## src/rtl/adres_config_loader.sv

```systemverilog
// Serial configuration loader for a daisy-chained ADRES PE scan chain.
// Streams 32-bit words LSB-first into the chain and captures the previous contents it pushes out.
//   state   | meaning
//   S_IDLE  | waiting for start
//   S_FETCH | word_ready high, chain frozen until a word arrives
//   S_SHIFT | one chain bit per cycle from the word shift register
//   S_DONE  | one-cycle done pulse, final partial readback emitted
module adres_config_loader #(
   parameter int CHAIN_LEN = 46,
   parameter int NUM_PE    = 4
) (
   input  logic        Config_Clock,
   input  logic        Config_Reset,
   input  logic        start,
   input  logic [31:0] word_in,
   input  logic        word_valid,
   output logic        word_ready,
   output logic        cfg_data,
   output logic        cfg_shift_en,
   input  logic        cfg_return,
   output logic [31:0] rb_word,
   output logic        rb_valid,
   output logic        busy,
   output logic        done
);

   localparam int TOTAL  = CHAIN_LEN * NUM_PE;
   localparam int NWORDS = (TOTAL + 31) / 32;
   localparam int CW     = $clog2(TOTAL + 1);
   localparam logic [CW-1:0] LAST_BIT = CW'(TOTAL - 1);

   typedef enum logic [1:0] {S_IDLE, S_FETCH, S_SHIFT, S_DONE} state_t;

   state_t        state_q;
   logic [CW-1:0] bit_cnt_q;
   logic [4:0]    widx_q;
   logic [30:0]   shreg_q;
   logic [31:0]   rb_acc_q;
   logic [31:0]   rb_acc_d;
   logic [31:0]   rb_word_q;
   logic          rb_valid_q;
   logic          word_ready_q;
   logic          cfg_data_q;
   logic          shift_en_q;
   logic          busy_q;
   logic          done_q;

   // Returned bit lands at the word bit index, so a short final word stays zero-extended.
   always_comb begin
      rb_acc_d         = rb_acc_q;
      rb_acc_d[widx_q] = cfg_return;
   end

   always_ff @(posedge Config_Clock) begin
      if (Config_Reset) begin
         state_q      <= S_IDLE;
         bit_cnt_q    <= '0;
         widx_q       <= '0;
         shreg_q      <= '0;
         rb_acc_q     <= '0;
         rb_word_q    <= '0;
         rb_valid_q   <= 1'b0;
         word_ready_q <= 1'b0;
         cfg_data_q   <= 1'b0;
         shift_en_q   <= 1'b0;
         busy_q       <= 1'b0;
         done_q       <= 1'b0;
      end else begin
         done_q     <= 1'b0;
         rb_valid_q <= 1'b0;
         case (state_q)
            S_IDLE: begin
               if (start) begin
                  state_q      <= S_FETCH;
                  busy_q       <= 1'b1;
                  word_ready_q <= 1'b1;
                  bit_cnt_q    <= '0;
                  widx_q       <= '0;
                  rb_acc_q     <= '0;
               end
            end
            S_FETCH: begin
               if (word_valid) begin
                  state_q      <= S_SHIFT;
                  word_ready_q <= 1'b0;
                  shreg_q      <= word_in[31:1];
                  cfg_data_q   <= word_in[0];
                  shift_en_q   <= 1'b1;
               end
            end
            S_SHIFT: begin
               bit_cnt_q <= bit_cnt_q + CW'(1);
               widx_q    <= widx_q + 5'd1;
               shreg_q   <= shreg_q >> 1;
               if (bit_cnt_q == LAST_BIT || widx_q == 5'd31) begin
                  rb_word_q  <= rb_acc_d;
                  rb_valid_q <= 1'b1;
                  rb_acc_q   <= '0;
               end else begin
                  rb_acc_q <= rb_acc_d;
               end
               // Chain end takes priority over word boundary; leftover word bits are dropped.
               if (bit_cnt_q == LAST_BIT) begin
                  state_q    <= S_DONE;
                  shift_en_q <= 1'b0;
                  cfg_data_q <= 1'b0;
                  done_q     <= 1'b1;
               end else if (widx_q == 5'd31) begin
                  state_q      <= S_FETCH;
                  shift_en_q   <= 1'b0;
                  cfg_data_q   <= 1'b0;
                  word_ready_q <= 1'b1;
               end else begin
                  cfg_data_q <= shreg_q[0];
               end
            end
            S_DONE: begin
               state_q <= S_IDLE;
               busy_q  <= 1'b0;
            end
            default: begin
               state_q <= S_IDLE;
            end
         endcase
      end
   end

   assign word_ready   = word_ready_q;
   assign cfg_data     = cfg_data_q;
   assign cfg_shift_en = shift_en_q;
   assign rb_word      = rb_word_q;
   assign rb_valid     = rb_valid_q;
   assign busy         = busy_q;
   assign done         = done_q;

   if (NWORDS < 1) begin : g_bad_params
      $error("adres_config_loader: chain must hold at least one bit");
   end

endmodule

```

## config.mk

```make
export PLATFORM = sky130hd
export DESIGN_NAME = adres_config_loader
export DESIGN_NICKNAME = d
export VERILOG_FILES = /design/src/rtl/adres_config_loader.sv
export SDC_FILE = /design/constraint.sdc
export NUM_CORES = 1
export LEC_CHECK = 0
export BUFFER_PORTS_ARGS = -buffer_cell sky130_fd_sc_hd__clkbuf_2
export CELL_PAD_IN_SITES_DETAIL_PLACEMENT = 1
export CELL_PAD_IN_SITES_GLOBAL_PLACEMENT = 2
export CORE_MARGIN = 3
export CORE_UTILIZATION = 35
export CTS_CLUSTER_DIAMETER = 120
export DETAILED_ROUTE_END_ITERATION = 8
export HOLD_SLACK_MARGIN = 0.05
export PLACE_DENSITY_LB_ADDON = 0.1
export SLEW_MARGIN = 20
export SYNTH_ARGS = -nofsm -noshare
export SYNTH_HDL_FRONTEND = slang
export SYNTH_SLANG_ARGS = --single-unit
```

## constraint.sdc

```tcl
create_clock -name Config_Clock -period 2.65 [get_ports Config_Clock]
set_input_delay 0 -clock Config_Clock [delete_from_list [all_inputs] [get_ports Config_Clock]]
set_output_delay 0 -clock Config_Clock [all_outputs]
set_load 0.02 [all_outputs]
```

==> metrics <==
PwrDens=692.0 nW/µm²; Die Span X=129.5 µm; largest net degree at the start of global routing=78; remaining global-route overflow=0; initial antenna violation count=0; Avg Cell Area, Syn=9.104 µm²; global placement routability congestion=0.7685; Distinct cells, synth=39; DR vias/cell=5.376; Reg clk slew, reported paths=0.05 ns; Synthesis Warnings=0; layout cell share with drive strength beyond 1=18.59%; Internal=3.565 mW; die area=16760 µm²; # setup viols final=0; post-route ant nets=0; area taken by multi-input logic gates=2761 µm²; fillcell total=1691; sequential cell area fraction in the yosys report=43.53%; Area after DPL=5848 µm²; Rows=44; # diodes=0; vias=4661; Max Fclk=470.2 MHz; commonest cells after routing, fill and taps aside=116 x dfxtp_1, 73 x clkbuf_2, 66 x a211oi_1; CTS root buf=clkbuf_16; IO Count=75; Clock Latency Late Sink=0.42 ns; Final Hold Viols=0; CP Max Fanout=31; commonest non-fill, non-tap cell in the layout=dfxtp_1; Peak VDD IR=0.4339 mV; first-pass GRT wire length=24630 µm; fin crit period=2.127 ns; vias in the first global route=4728; Switch Pwr=1.134 mW; register bit total from synthesis=116; Worst Hold Class=primary input to flip-flop; hold depth=3; NumNets Final=714; crit path kind=flip-flop to flip-flop; type of origin of the critical path=flip-flop; WHS Endpoint=rb_word[24]; Final TNS setup=0 ns; Netlist Area Pre-Place=5335 µm²; sequential share of power=40.1%; Data required, critical path=2.97 ns; GRT Overall Usage=18.39%; switch share=24.13%; Synth Instances=586; Reg area=2322 µm²; per-cell routed wire length=16.78 µm; Data arrival, critical path=2.45 ns; Critical path origin=widx_q[0]; leakage=2.585 nW; Die Y=129.5 µm; Slew @ Worst Pin=0.9955 ns; R2R Path End=rb_word[8]; Crit Reg-Reg Startpoint=widx_q[0]; TritonRoute pass-1 iters=5; hold_sp=cfg_return; CTS tree=built; Final Instance Area=6790 µm²; DRC viols=0; Clk pwr share=49.1%; Initial Utilization=36.30%; RSZ-0062 raised after global routing=no; WL final=14550 µm; CTS buffer count=17; clk buf depth=2; Port Buffers=74; worst-case reg-to-reg path depth=8; kind of end point of the critical path=flip-flop; r2r setup slk=0.52 ns; DP HPWL=8701 µm; Util after Layout=46.20%; core footprint=14700 µm²; Mapped Nets=629; area grow syn2layout=27.27%; Fin Clk Skew=0.009345 ns; Logic pwr share=10.8%; 1st-iter DRT viols=264; cts repair resizes=0; outcome=finished clean; number of max-cap violations=0; clock sinks=116; Tcrit/Tclk final=80.25%; Slew headroom=33.59%; H-tree depth=4; Slew Viols, Final=0
sequential cells by signal, indices dropped and copies added (netlist names):
register      flops
rb_word          32
widx_q            5
rb_valid          1
rb_acc_q         32
shreg_q          31
done              1
cfg_shift_en      1
state_q           2
word_ready        1
bit_cnt_q         8
cfg_data          1
busy              1
metal layers:
metal  up-vias  wire length (µm)  global-route usage [%]
li1       2304                 -                       -
met1      2287              6960                   24.07
met2        59              7000                   29.73
met3        11               433                   4.699
met4         0               153                   6.112
met5         -                 0                       0
Yosys cell counts:
cell,n,area share [%]
a2111oi_1,1,0.19
dfxtp_1,116,44
mux2i_1,61,11
o311a_1,1,0.19
buf_2,9,0.84
nand4b_1,12,2.0
buf_4,7,0.98
o21ai_0,36,3.4
mux2_2,3,0.63
o311ai_4,1,0.49
a222oi_1,1,0.19
o21ba_2,1,0.19
a31oi_1,1,0.12
nor3_1,4,0.38
a22oi_1,2,0.28
nor4bb_1,12,2.3
and3_1,1,0.12
nor2_2,2,0.23
or4_1,2,0.28
a21oi_1,45,4.2
ha_1,6,1.4
nand4_1,7,0.82
nor2b_1,32,3.8
nand3_1,5,0.47
nor2_1,46,3.2
buf_1,1,0.070
a311oi_1,2,0.33
nand2_1,43,3.0
nand4b_4,1,0.45
inv_1,5,0.35
a211oi_1,66,9.3
o311ai_0,2,0.33
clkbuf_1,40,2.8
nand3b_1,2,0.28
o21bai_1,1,0.14
or3b_2,2,0.33
or3_1,1,0.12
nor4b_1,4,0.66
nand2b_1,2,0.23
worst max-delay path, cell delays in order, from the launching register on:
cell and delay (ns):
dfxtp_1 0.34, ha_1 0.21, and3_1 0.18, ha_1 0.21, inv_1 0.15, o311a_1 0.32
nor2_2 0.07, buf_4 0.26, a211oi_1 0.28
logic make-up after synthesis:
| kind of cell | Yosys count | share of synthesized area [%] |
|---|---|---|
| compound gates | 160 | 19.32 |
| fa+ha+maj | 6 | 1.407 |
| buf+inv | 62 | 5.065 |
| flops | 116 | 43.53 |
| mux | 64 | 12.08 |
| simple gates | 178 | 18.60 |
power by group through the flow:
stage	Clock (mW)	Combinational, mW	Sequential (mW)
2_1_floorplan	0	0.281	1.95
3_3_place_gp	0	0.458	1.92
3_5_place_dp	0	0.470	1.92
4_1_cts	2.37	0.513	1.89
5_1_grt	2.44	0.564	1.90
6_report	2.31	0.507	1.89
worst max-delay path by stage:
stage | to | slack, ns | cells past startpoint
2_1_floorplan | rb_word[10] | 0.72 | 9
3_3_place_gp | rb_word[29] | 0.67 | 8
3_5_place_dp | rb_word[15] | 0.55 | 8
6_report | rb_word[8] | 0.52 | 8
4_1_cts | rb_word[8] | 0.51 | 8
5_1_grt | rb_word[25] | 0.36 | 7
through the flow:
step	cells	hold WS, ns	setup WS [ns]	power [mW]
after global placement	801	0.3292	0.6672	2.376
after CTS	867	0.4404	0.5143	4.765
after global routing	867	0.4719	0.3574	4.902
final	867	0.4359	0.5235	4.699
after floorplan	586	0.1945	0.7194	2.232
after detailed placement	801	0.3357	0.5474	2.390
area by class of cell:
| cell class | count | area share, % |
|---|---|---|
| inverter | 5 | 0.2764 |
| timing repair buffer | 123 | 12.75 |
| clock inverter | 3 | 0.9582 |
| multi-input combinational | 408 | 40.67 |
| tap | 184 | 3.390 |
| clock buffer | 28 | 7.758 |
| sequential | 116 | 34.20 |
timing repair:
action	in CTS	in global routing
setup buffers	0	0
setup endpoints to repair	0	0
endpoints found under the hold margin	49	0
hold buffers	35	0
Note: power is estimated with default switching activity, not from simulation.
